File: src/rtl/cmd_frame_parser_if.sv
// Bundles the byte-stream input and the decoded command outputs of
// cmd_frame_parser. The parser attaches through the slave modport. The
// byte source and the command consumer attach through the master modport.
interface cmd_frame_parser_if;
  logic [7:0]  rx_data;
  logic        rx_valid;
  logic        wr_en;
  logic [31:0] wr_addr;
  logic [15:0] wr_data;
  logic        rd_en;
  logic [31:0] rd_addr;
  logic        frame_err;

  modport slave (
    input  rx_data,
    input  rx_valid,
    output wr_en,
    output wr_addr,
    output wr_data,
    output rd_en,
    output rd_addr,
    output frame_err
  );

  modport master (
    output rx_data,
    output rx_valid,
    input  wr_en,
    input  wr_addr,
    input  wr_data,
    input  rd_en,
    input  rd_addr,
    input  frame_err
  );
endinterface

File: src/rtl/cmd_frame_parser.sv
// Command frame parser. It decodes the byte stream
//   0x55, CMD, ADDR[31:24..7:0], {DATA[15:8], DATA[7:0] for writes}, SUM
// into one-cycle write/read command pulses. Address and data are collected in
// shadow registers. The visible outputs change only when a frame arrives
// with a correct checksum. A bad command, a bad checksum or an inter-byte
// stall of TIMEOUT_CYCLES produces a one-cycle frame_err pulse.
module cmd_frame_parser #(
  parameter int unsigned TIMEOUT_CYCLES = 50000
) (
  input logic               i_clk,
  input logic               i_reset,
  cmd_frame_parser_if.slave bus
);

  localparam int unsigned      TW      = $clog2(TIMEOUT_CYCLES + 1);
  localparam logic [TW-1:0]    TO_LAST = TW'(TIMEOUT_CYCLES - 1);
  localparam logic [7:0]       HDR     = 8'h55;
  localparam logic [7:0]       CMD_WR  = 8'h01;
  localparam logic [7:0]       CMD_RD  = 8'h02;

  typedef enum logic [2:0] {
    ST_IDLE = 3'd0,
    ST_CMD  = 3'd1,
    ST_ADDR = 3'd2,
    ST_DATA = 3'd3,
    ST_SUM  = 3'd4
  } state_t;

  state_t         r_state;
  state_t         w_next_state;
  logic [1:0]     r_idx;
  logic           r_is_wr;
  logic [7:0]     r_sum;
  logic [31:0]    r_shadow_addr;
  logic [15:0]    r_shadow_data;
  logic [TW-1:0]  r_tcnt;

  logic           r_wr_en;
  logic           r_rd_en;
  logic           r_frame_err;
  logic [31:0]    r_wr_addr;
  logic [15:0]    r_wr_data;
  logic [31:0]    r_rd_addr;

  logic           w_timeout;
  logic           w_fire_wr;
  logic           w_fire_rd;
  logic           w_err;

  // Modulo-256 checksum accumulation. The carry is dropped on purpose.
  function automatic logic [7:0] sum_add(input logic [7:0] acc, input logic [7:0] b);
    return acc + b;
  endfunction

  // The timeout fires only on an idle cycle. A byte in the same cycle wins.
  assign w_timeout = (r_state != ST_IDLE) && !bus.rx_valid && (r_tcnt == TO_LAST);

  // State register
  always_ff @(posedge i_clk) begin
    if (i_reset) begin
      r_state <= ST_IDLE;
    end else begin
      r_state <= w_next_state;
    end
  end

  // Next-state decode: advance on received bytes, abort on timeout
  always_comb begin
    w_next_state = r_state;
    if (w_timeout) begin
      w_next_state = ST_IDLE;
    end else if (bus.rx_valid) begin
      case (r_state)
        ST_IDLE: begin
          if (bus.rx_data == HDR) w_next_state = ST_CMD;
          else                    w_next_state = ST_IDLE;
        end
        ST_CMD: begin
          if ((bus.rx_data == CMD_WR) || (bus.rx_data == CMD_RD)) w_next_state = ST_ADDR;
          else                                                    w_next_state = ST_IDLE;
        end
        ST_ADDR: begin
          if (r_idx == 2'd3) w_next_state = r_is_wr ? ST_DATA : ST_SUM;
          else               w_next_state = ST_ADDR;
        end
        ST_DATA: begin
          if (r_idx == 2'd1) w_next_state = ST_SUM;
          else               w_next_state = ST_DATA;
        end
        ST_SUM:  w_next_state = ST_IDLE;
        default: w_next_state = ST_IDLE;
      endcase
    end else begin
      w_next_state = r_state;
    end
  end

  // Output decode: command fire on a good SUM, error on bad CMD/SUM/timeout
  always_comb begin
    w_fire_wr = 1'b0;
    w_fire_rd = 1'b0;
    w_err     = 1'b0;
    if (w_timeout) begin
      w_err = 1'b1;
    end else if (bus.rx_valid) begin
      case (r_state)
        ST_CMD: begin
          if ((bus.rx_data == CMD_WR) || (bus.rx_data == CMD_RD)) w_err = 1'b0;
          else                                                    w_err = 1'b1;
        end
        ST_SUM: begin
          if (bus.rx_data == r_sum) begin
            w_fire_wr = r_is_wr;
            w_fire_rd = !r_is_wr;
          end else begin
            w_err = 1'b1;
          end
        end
        default: w_err = 1'b0;
      endcase
    end else begin
      w_err = 1'b0;
    end
  end

  // Frame progress: byte index, command type, running checksum, shadow fields
  always_ff @(posedge i_clk) begin
    if (i_reset) begin
      r_idx         <= 2'd0;
      r_is_wr       <= 1'b0;
      r_sum         <= 8'h00;
      r_shadow_addr <= 32'h0000_0000;
      r_shadow_data <= 16'h0000;
    end else if (bus.rx_valid) begin
      case (r_state)
        ST_IDLE: begin
          if (bus.rx_data == HDR) begin
            r_sum <= 8'h00;
            r_idx <= 2'd0;
          end
        end
        ST_CMD: begin
          r_sum   <= sum_add(r_sum, bus.rx_data);
          r_is_wr <= (bus.rx_data == CMD_WR);
          r_idx   <= 2'd0;
        end
        ST_ADDR: begin
          r_sum         <= sum_add(r_sum, bus.rx_data);
          r_shadow_addr <= {r_shadow_addr[23:0], bus.rx_data};
          r_idx         <= (r_idx == 2'd3) ? 2'd0 : r_idx + 2'd1;
        end
        ST_DATA: begin
          r_sum         <= sum_add(r_sum, bus.rx_data);
          r_shadow_data <= {r_shadow_data[7:0], bus.rx_data};
          r_idx         <= r_idx + 2'd1;
        end
        default: r_idx <= r_idx;
      endcase
    end
  end

  // Inter-byte idle counter. It is held at zero in IDLE and on every received byte.
  always_ff @(posedge i_clk) begin
    if (i_reset) begin
      r_tcnt <= '0;
    end else if ((r_state == ST_IDLE) || bus.rx_valid || w_timeout) begin
      r_tcnt <= '0;
    end else begin
      r_tcnt <= r_tcnt + TW'(1);
    end
  end

  // Registered outputs: one-cycle pulses, command fields updated only on a good frame
  always_ff @(posedge i_clk) begin
    if (i_reset) begin
      r_wr_en     <= 1'b0;
      r_rd_en     <= 1'b0;
      r_frame_err <= 1'b0;
      r_wr_addr   <= 32'h0000_0000;
      r_wr_data   <= 16'h0000;
      r_rd_addr   <= 32'h0000_0000;
    end else begin
      r_wr_en     <= w_fire_wr;
      r_rd_en     <= w_fire_rd;
      r_frame_err <= w_err;
      if (w_fire_wr) begin
        r_wr_addr <= r_shadow_addr;
        r_wr_data <= r_shadow_data;
      end
      if (w_fire_rd) begin
        r_rd_addr <= r_shadow_addr;
      end
    end
  end

  assign bus.wr_en     = r_wr_en;
  assign bus.rd_en     = r_rd_en;
  assign bus.frame_err = r_frame_err;
  assign bus.wr_addr   = r_wr_addr;
  assign bus.wr_data   = r_wr_data;
  assign bus.rd_addr   = r_rd_addr;

endmodule

File: src/flat_wrapper.sv
// flat-port wrapper written by rule: the top's interface ports become plain ports
module cmd_frame_parser_flat 
#(
  parameter int unsigned TIMEOUT_CYCLES = 50000
)
  (i_clk, i_reset, bus_rx_data, bus_rx_valid, bus_wr_en, bus_wr_addr, bus_wr_data, bus_rd_en, bus_rd_addr, bus_frame_err);
  cmd_frame_parser_if bus_i ();
  input logic i_clk;
  input logic i_reset;
  input wire logic [$bits(bus_i.rx_data)-1:0] bus_rx_data;
  input wire logic [$bits(bus_i.rx_valid)-1:0] bus_rx_valid;
  output wire logic [$bits(bus_i.wr_en)-1:0] bus_wr_en;
  output wire logic [$bits(bus_i.wr_addr)-1:0] bus_wr_addr;
  output wire logic [$bits(bus_i.wr_data)-1:0] bus_wr_data;
  output wire logic [$bits(bus_i.rd_en)-1:0] bus_rd_en;
  output wire logic [$bits(bus_i.rd_addr)-1:0] bus_rd_addr;
  output wire logic [$bits(bus_i.frame_err)-1:0] bus_frame_err;
  assign bus_i.rx_data = bus_rx_data;
  assign bus_i.rx_valid = bus_rx_valid;
  assign bus_wr_en = bus_i.wr_en;
  assign bus_wr_addr = bus_i.wr_addr;
  assign bus_wr_data = bus_i.wr_data;
  assign bus_rd_en = bus_i.rd_en;
  assign bus_rd_addr = bus_i.rd_addr;
  assign bus_frame_err = bus_i.frame_err;
  cmd_frame_parser #(.TIMEOUT_CYCLES(TIMEOUT_CYCLES)) u_core (.i_clk(i_clk), .i_reset(i_reset), .bus(bus_i));
endmodule
File: config.mk
export PLATFORM = sky130hd
export DESIGN_NAME = cmd_frame_parser_flat
export DESIGN_NICKNAME = d
export VERILOG_FILES = /design/src/rtl/cmd_frame_parser_if.sv /design/src/rtl/cmd_frame_parser.sv /design/src/flat_wrapper.sv
export SDC_FILE = /design/constraint.sdc
export NUM_CORES = 1
export LEC_CHECK = 0
export BUFFER_PORTS_ARGS = -buffer_cell sky130_fd_sc_hd__buf_2
export CORE_ASPECT_RATIO = 0.5
export CORE_UTILIZATION = 60
export DETAILED_ROUTE_END_ITERATION = 16
export PLACE_DENSITY_LB_ADDON = 0.25
export SYNTH_ARGS = -nofsm -noshare
export SYNTH_HDL_FRONTEND = slang
export SYNTH_SLANG_ARGS = --single-unit
File: constraint.sdc
create_clock -name i_clk -period 5.8 [get_ports i_clk]
set_clock_uncertainty 0.05 [all_clocks]
set_input_delay 0.87 -clock i_clk [delete_from_list [all_inputs] [get_ports i_clk]]
set_output_delay 0.87 -clock i_clk [all_outputs]
set_load 0.02 [all_outputs]
# ---- Word level (Yosys, flattened, before mapping)
# Index checks and enable logic that the tools add are counted.
# Widths: inputs -> output; s select.
dict set report op_classes {
  add_sub_neg 3
  n_eq_ne 12
  mux 24
  n_reduce_logical 19
}
# op count
set op_table {}
lappend op_table {{$add 16x1->16 const B} 1}
lappend op_table {{$eq 16x16->1 const B} 1}
lappend op_table {{$pmux 8 s2} 1}
lappend op_table {{$mux 1} 13}
lappend op_table {{$pmux 3 s4} 1}
lappend op_table {{$mux 3} 3}
lappend op_table {{$add 8x8->8} 1}
lappend op_table {{$eq 8x1->1 const B} 1}
lappend op_table {{$eq 8x2->1 const B} 1}
lappend op_table {{$eq 8x7->1 const B} 1}
lappend op_table {{$eq 8x8->1} 1}
lappend op_table {{$mux 8} 1}
lappend op_table {{$pmux 2 s4} 1}
lappend op_table {{$eq 3x2->1 const B} 2}
lappend op_table {{$mux 2} 3}
lappend op_table {{$reduce_and 2->1} 3}
lappend op_table {{$reduce_and 3->1} 2}
lappend op_table {{$reduce_bool 4->1} 1}
lappend op_table {{$reduce_or 2->1} 2}
lappend op_table {{$eq 3x1->1 const B} 1}
lappend op_table {{$eq 3x3->1 const B} 1}
lappend op_table {{$logic_not 3->1} 1}
lappend op_table {{$logic_or 1x1->1} 3}
lappend op_table {{$reduce_bool 3->1} 1}
lappend op_table {{9 further kinds} 11}
dict set report word_totals {
  register_bits 161
  input_bits 11
  output_inout_bits 83
  wordCells 71
}

# ---- Logic depth before layout (Yosys ltp)
dict set report depth {
  ltp_word 6
  depth_mapped 9
  mapped_depth_nobuf 9
}

# ---- Worst setup path after synthesis
# Ideal clock, no wire load.
dict set report synth_path {
  path_type {input port to flip-flop}
  from {input bus_rx_data[4]}
  to {register u_core.r_wr_addr[26] (netlist: u_core.bus.wr_addr[26])}
  setup_ns 0.132
  t_arrival_ns 2.671
  setup_slack_ns 2.947
  path_stages 8
  cell_sequence {ha_1 > or4_1 > nor4_4 > nand4_1 > buf_2 > clkbuf_1 > nand2_1 > a21oi_1}
}
dict set report synth_between {
  elab_chain_cells 5
}
# item line
set synth_rtl {}
lappend synth_rtl {{start, declared} flat_wrapper.sv:10} ;# input wire logic [$bits(bus_i.rx_data)-1:0] bus_rx_data;
lappend synth_rtl {{$eq 8x8->1} cmd_frame_parser.sv:112} ;# if (bus.rx_data == r_sum) begin
lappend synth_rtl {{$mux 1} cmd_frame_parser.sv:112}
lappend synth_rtl {{$mux 1} cmd_frame_parser.sv:106} ;# case (r_state)
lappend synth_rtl {{$mux 1} cmd_frame_parser.sv:105} ;# end else if (bus.rx_valid) begin
lappend synth_rtl {{$mux 1} cmd_frame_parser.sv:103} ;# if (w_timeout) begin
lappend synth_rtl {{end signal, assigned} cmd_frame_parser.sv:187} ;# r_wr_addr <= r_shadow_addr;
lappend synth_rtl {{end, declared} cmd_frame_parser.sv:41} ;# logic [31:0] r_wr_addr;
# No other way between the ends.
# A chain may end at the register's enable or synchronous reset.

# ---- Worst setup path after layout
dict set report layout_path {
  from {input bus_rx_data[4]}
  to {register u_core.r_rd_addr[23] (netlist: u_core.bus.rd_addr[23])}
}
dict set report layout_between {
  elab_chain_cells 5
}
# item line
set layout_rtl {}
lappend layout_rtl {{$eq 8x8->1} cmd_frame_parser.sv:112}
lappend layout_rtl {{$mux 1} cmd_frame_parser.sv:112}
lappend layout_rtl {{$mux 1} cmd_frame_parser.sv:106}
lappend layout_rtl {{$mux 1} cmd_frame_parser.sv:105}
lappend layout_rtl {{$mux 1} cmd_frame_parser.sv:103}
lappend layout_rtl {{end signal, assigned} cmd_frame_parser.sv:191} ;# r_rd_addr <= r_shadow_addr;
lappend layout_rtl {{end, declared} cmd_frame_parser.sv:43} ;# logic [31:0] r_rd_addr;
# No other way between the ends.

==> flow_metrics.py <==
metrics = {
    "worst_setup_path": {
        "r2r_cells": 8,
        "cp-end-kind": "register",
        "critPathKind": "input port to register",
        "path_max_fanout": 27,
        "critPathRequiredTime_ps": 6090,
        "regToRegSetupSlack_ps": 2500,
        "reg2reg_to": "u_core.bus.rd_addr[23]",
        "rr_startpoint": "u_core.r_sum[4]",
        "cp-start-kind": "input port",
        "arrival_ps": 3890,
    },
    "routing": {
        "drt_first_pass_iters": 5,
        "ant_nets": 0,
        "routed_via_density": 5.406,
        "drcViolationCount": 0,
        "drt_iter0_markers": 497,
        "wl_per_cell_um": 14.48,
        "num_vias": 5352,
        "drt_wl_total_mm": 14.33,
    },
    "floorplanning": {
        "die-area_um2": 10710,
        "dieWidth_um": 145.3,
        "core_um2": 9697,
        "die_h_um": 73.67,
        "ioPinCount": 94,
        "start_util_pct": 63.56,
        "rows": 25,
    },
    "logic_synthesis": {
        "synth.area.top_cells": "dfxtp_1, nand2_1, a21oi_1, nor2_1, clkbuf_1",
        "async_flop_share_pct": 0,
        "synth-seq-cells": 161,
        "netlist_area_um2": 6163,
        "yosysWarningCount": 0,
        "synth_edf_count": 0,
        "synth_nets": 792,
        "yosys.area.top_type": "dfxtp_1",
        "yosysMostFrequentCell": "nand2_1",
        "yosys.area.top_type_share_pct": 52.29,
        "synth_commonest_cells": "nand2_1, dfxtp_1, a21oi_1, nor2_1, clkbuf_1",
        "syn_area_per_cell_um2": 8.004,
        "synth.distinct_cells": 44,
        "netlist_instances": 770,
        "ys_seq_area_share_pct": 52.29,
        "ys.flop_type": "dfxtp_1",
    },
    "placed_design": {
        "pre_cts_ws_ps": 1839,
        "port_buffers": 93,
        "dp_hpwl_mm": 9.314,
        "place.gp.congestion": 0.8455,
    },
    "power_and_ir_drop": {
        "clock_power_share_pct": 47.5,
        "leakage_nw": 2.711,
        "p_comb_share_pct": 1.8,
        "p_per_area_nw_per_um2": 302.4,
        "power_w": 0.002178,
        "p_switching_w": 0.0004976,
        "cell_internal_pwr_w": 0.001680,
        "power_frac_seq_pct": 50.8,
        "sw_frac_of_total_pct": 22.85,
        "peakVddDrop_mv": 0.2308,
    },
    "min_path": {
        "hold_path.class": "register to register",
        "whs_path_depth": 2,
        "min_from": "u_core.bus.wr_addr[15]",
        "holdPathEnd": "u_core.bus.wr_addr[15]",
    },
    "timing": {
        "finalMaxSlewViolations": 0,
        "fin_crit_sh_pct": 62.04,
        "slew_headroom_pct": 20.06,
        "setup_viol": 0,
        "rsz0062_at_grt": "no",
        "worst_pin_slew_ps": 1198,
        "max_freq_ghz": 0.2779,
        "worst_slack_ps": 2202,
        "hold_viol": 0,
        "period_needed_ps": 3598,
        "tns_ps": 0,
    },
    "cts": {
        "clk_latency_ps": 420,
        "cts-resized-gates": 0,
        "clk_pin_slew_ps": 60,
        "cts_tree": "built",
        "clock_path_buffers": 2,
        "cts.htree.levels": 4,
        "numClockSinks": 161,
        "cts_root_buf": "clkbuf_16",
        "numCtsBuffers": 17,
        "cts_setup_buffers": 0,
        "holdBufCountCts": 0,
    },
    "global_route": {
        "grt.total_usage_pct": 27.68,
        "grt_max_degree": 112,
        "grt_pass1_wl_mm": 23.39,
        "antenna_found_initial": 0,
        "grt_pass1_vias": 4957,
        "grt_overflow": 0,
    },
    "run": {
        "cap_violations": 0,
    },
    "cells_and_area": {
        "antennaDiodeCount": 0,
        "drive_above_1_share_pct": 16.14,
        "fillers": 754,
        "final_net_count": 864,
        "area_delta_synth_final_pct": 16.83,
    },
    "run_status": {
        "status": "finished clean",
    },
}
==> per-stage QoR <==
step / cells / area, um2 / util, % / hold WS, ps
final: 990 / 7201 / 74.26 / 398.4
after global routing: 990 / 7201 / 74.26 / 420.2
after CTS: 990 / 7201 / 74.26 / 399.1
after detailed placement: 958 / 6654 / 68.62 / 391.0
after global placement: 958 / 6654 / 68.62 / 385.9
after floorplan: 770 / 6163 / - / 376.2
==> registers in the layout, indices dropped and copies added, names as in the netlist <==
signal and flops:
u_core.r_idx 2, u_core.r_shadow_data 16, u_core.r_shadow_addr 32, u_core.bus.frame_err 1, u_core.bus.rd_en 1, u_core.bus.wr_data 16, u_core.bus.wr_addr 32, u_core.r_is_wr 1
u_core.bus.wr_en 1, u_core.r_sum 8, u_core.bus.rd_addr 32, u_core.r_tcnt 16, u_core.r_state 3
==> final cells by class <==
cell class	instances	area, um2	share of cell area (%)
Clock inverter	13	103.9	1.442
Timing Repair Buffer	100	520.5	7.228
Tap cell	135	168.9	2.346
Clock buffer	19	442.9	6.151
Multi-Input combinational cell	551	2700	37.50
Sequential cell	161	3223	44.76
Inverter	11	41.29	0.5734
==> metal layers <==
| layer | GRT usage, % | share of wire [%] | up-vias |
|---|---|---|---|
| li1 | - | - | 2667 |
| met1 | 36.31 | 47 | 2511 |
| met2 | 45.46 | 46 | 162 |
| met3 | 6.335 | 6.2 | 12 |
| met4 | 10.18 | 0.74 | 0 |
| met5 | 0 | 0 | - |
==> worst max-delay path by stage <==
| stage | startpoint | endpoint | slack, ps |
|---|---|---|---|
| floorplan | bus_rx_data[4] | u_core.bus.wr_addr[26] | 2950 |
| global placement | bus_rx_data[4] | u_core.bus.rd_addr[21] | 1950 |
| detailed placement | bus_rx_data[4] | u_core.bus.rd_addr[17] | 1840 |
| CTS | bus_rx_data[4] | u_core.bus.rd_addr[23] | 2210 |
| global route | bus_rx_data[4] | u_core.bus.rd_addr[22] | 2050 |
| finish | bus_rx_data[4] | u_core.bus.rd_addr[23] | 2200 |
==> power groups by stage <==
stage,Clock [W],Combinational (W),Sequential (W)
after floorplan,0,0.0000248,0.00113
after global placement,0,0.0000370,0.00113
after detailed placement,0,0.0000374,0.00113
after CTS,0.00104,0.0000379,0.00111
after global routing,0.00109,0.0000416,0.00110
final,0.00103,0.0000386,0.00111
==> cells in the final DEF, fill, tap and decap left out, types with 2 or more instances in the layout <==
cell type,netlist,final
a21o_1,2,2
a21oi_1,139,139
a22oi_1,3,3
and3_1,4,4
buf_2,7,92
buf_4,1,8
clkbuf_16,0,17
clkinv_2,0,2
clkinv_4,0,3
clkinvlp_4,0,4
dfxtp_1,161,161
ha_1,10,10
inv_1,11,11
inv_6,0,3
mux2i_1,3,3
nand2_1,268,268
nand2b_1,4,4
nand3_1,9,9
nand4_1,6,6
nor2_1,40,37
nor2_2,0,2
nor2b_1,2,2
nor3_1,3,3
nor3b_1,2,2
nor4_1,3,3
nor4b_1,2,2
o211ai_1,2,2
o21a_1,2,2
o21ai_0,6,6
or2_2,2,2
or3_1,3,3
xnor2_1,6,6
xor2_1,15,15
==> critical path: stages <==
cell and delay (ps):
buf_2 150, ha_1 360, or4_1 580, nor4_4 250
nand3_1 230, nor2_2 950, buf_4 270, nand2_1 50
a21oi_1 150
==> cell families (layout without fill, tap and decap cells) <==
group / Yosys count / after routing / synth area share (%)
AND/OR/NAND/NOR: 354 / 354 / 23.85
AO/OA/AOI/OAI: 162 / 162 / 13.93
flip-flops: 161 / 161 / 52.29
buffers and inverters: 58 / 143 / 4.101
XOR/XNOR: 21 / 21 / 2.984
adder cells (fa/ha/maj): 11 / 11 / 2.355
multiplexers: 3 / 3 / 0.4872
Power figures use the tool's default switching activity.
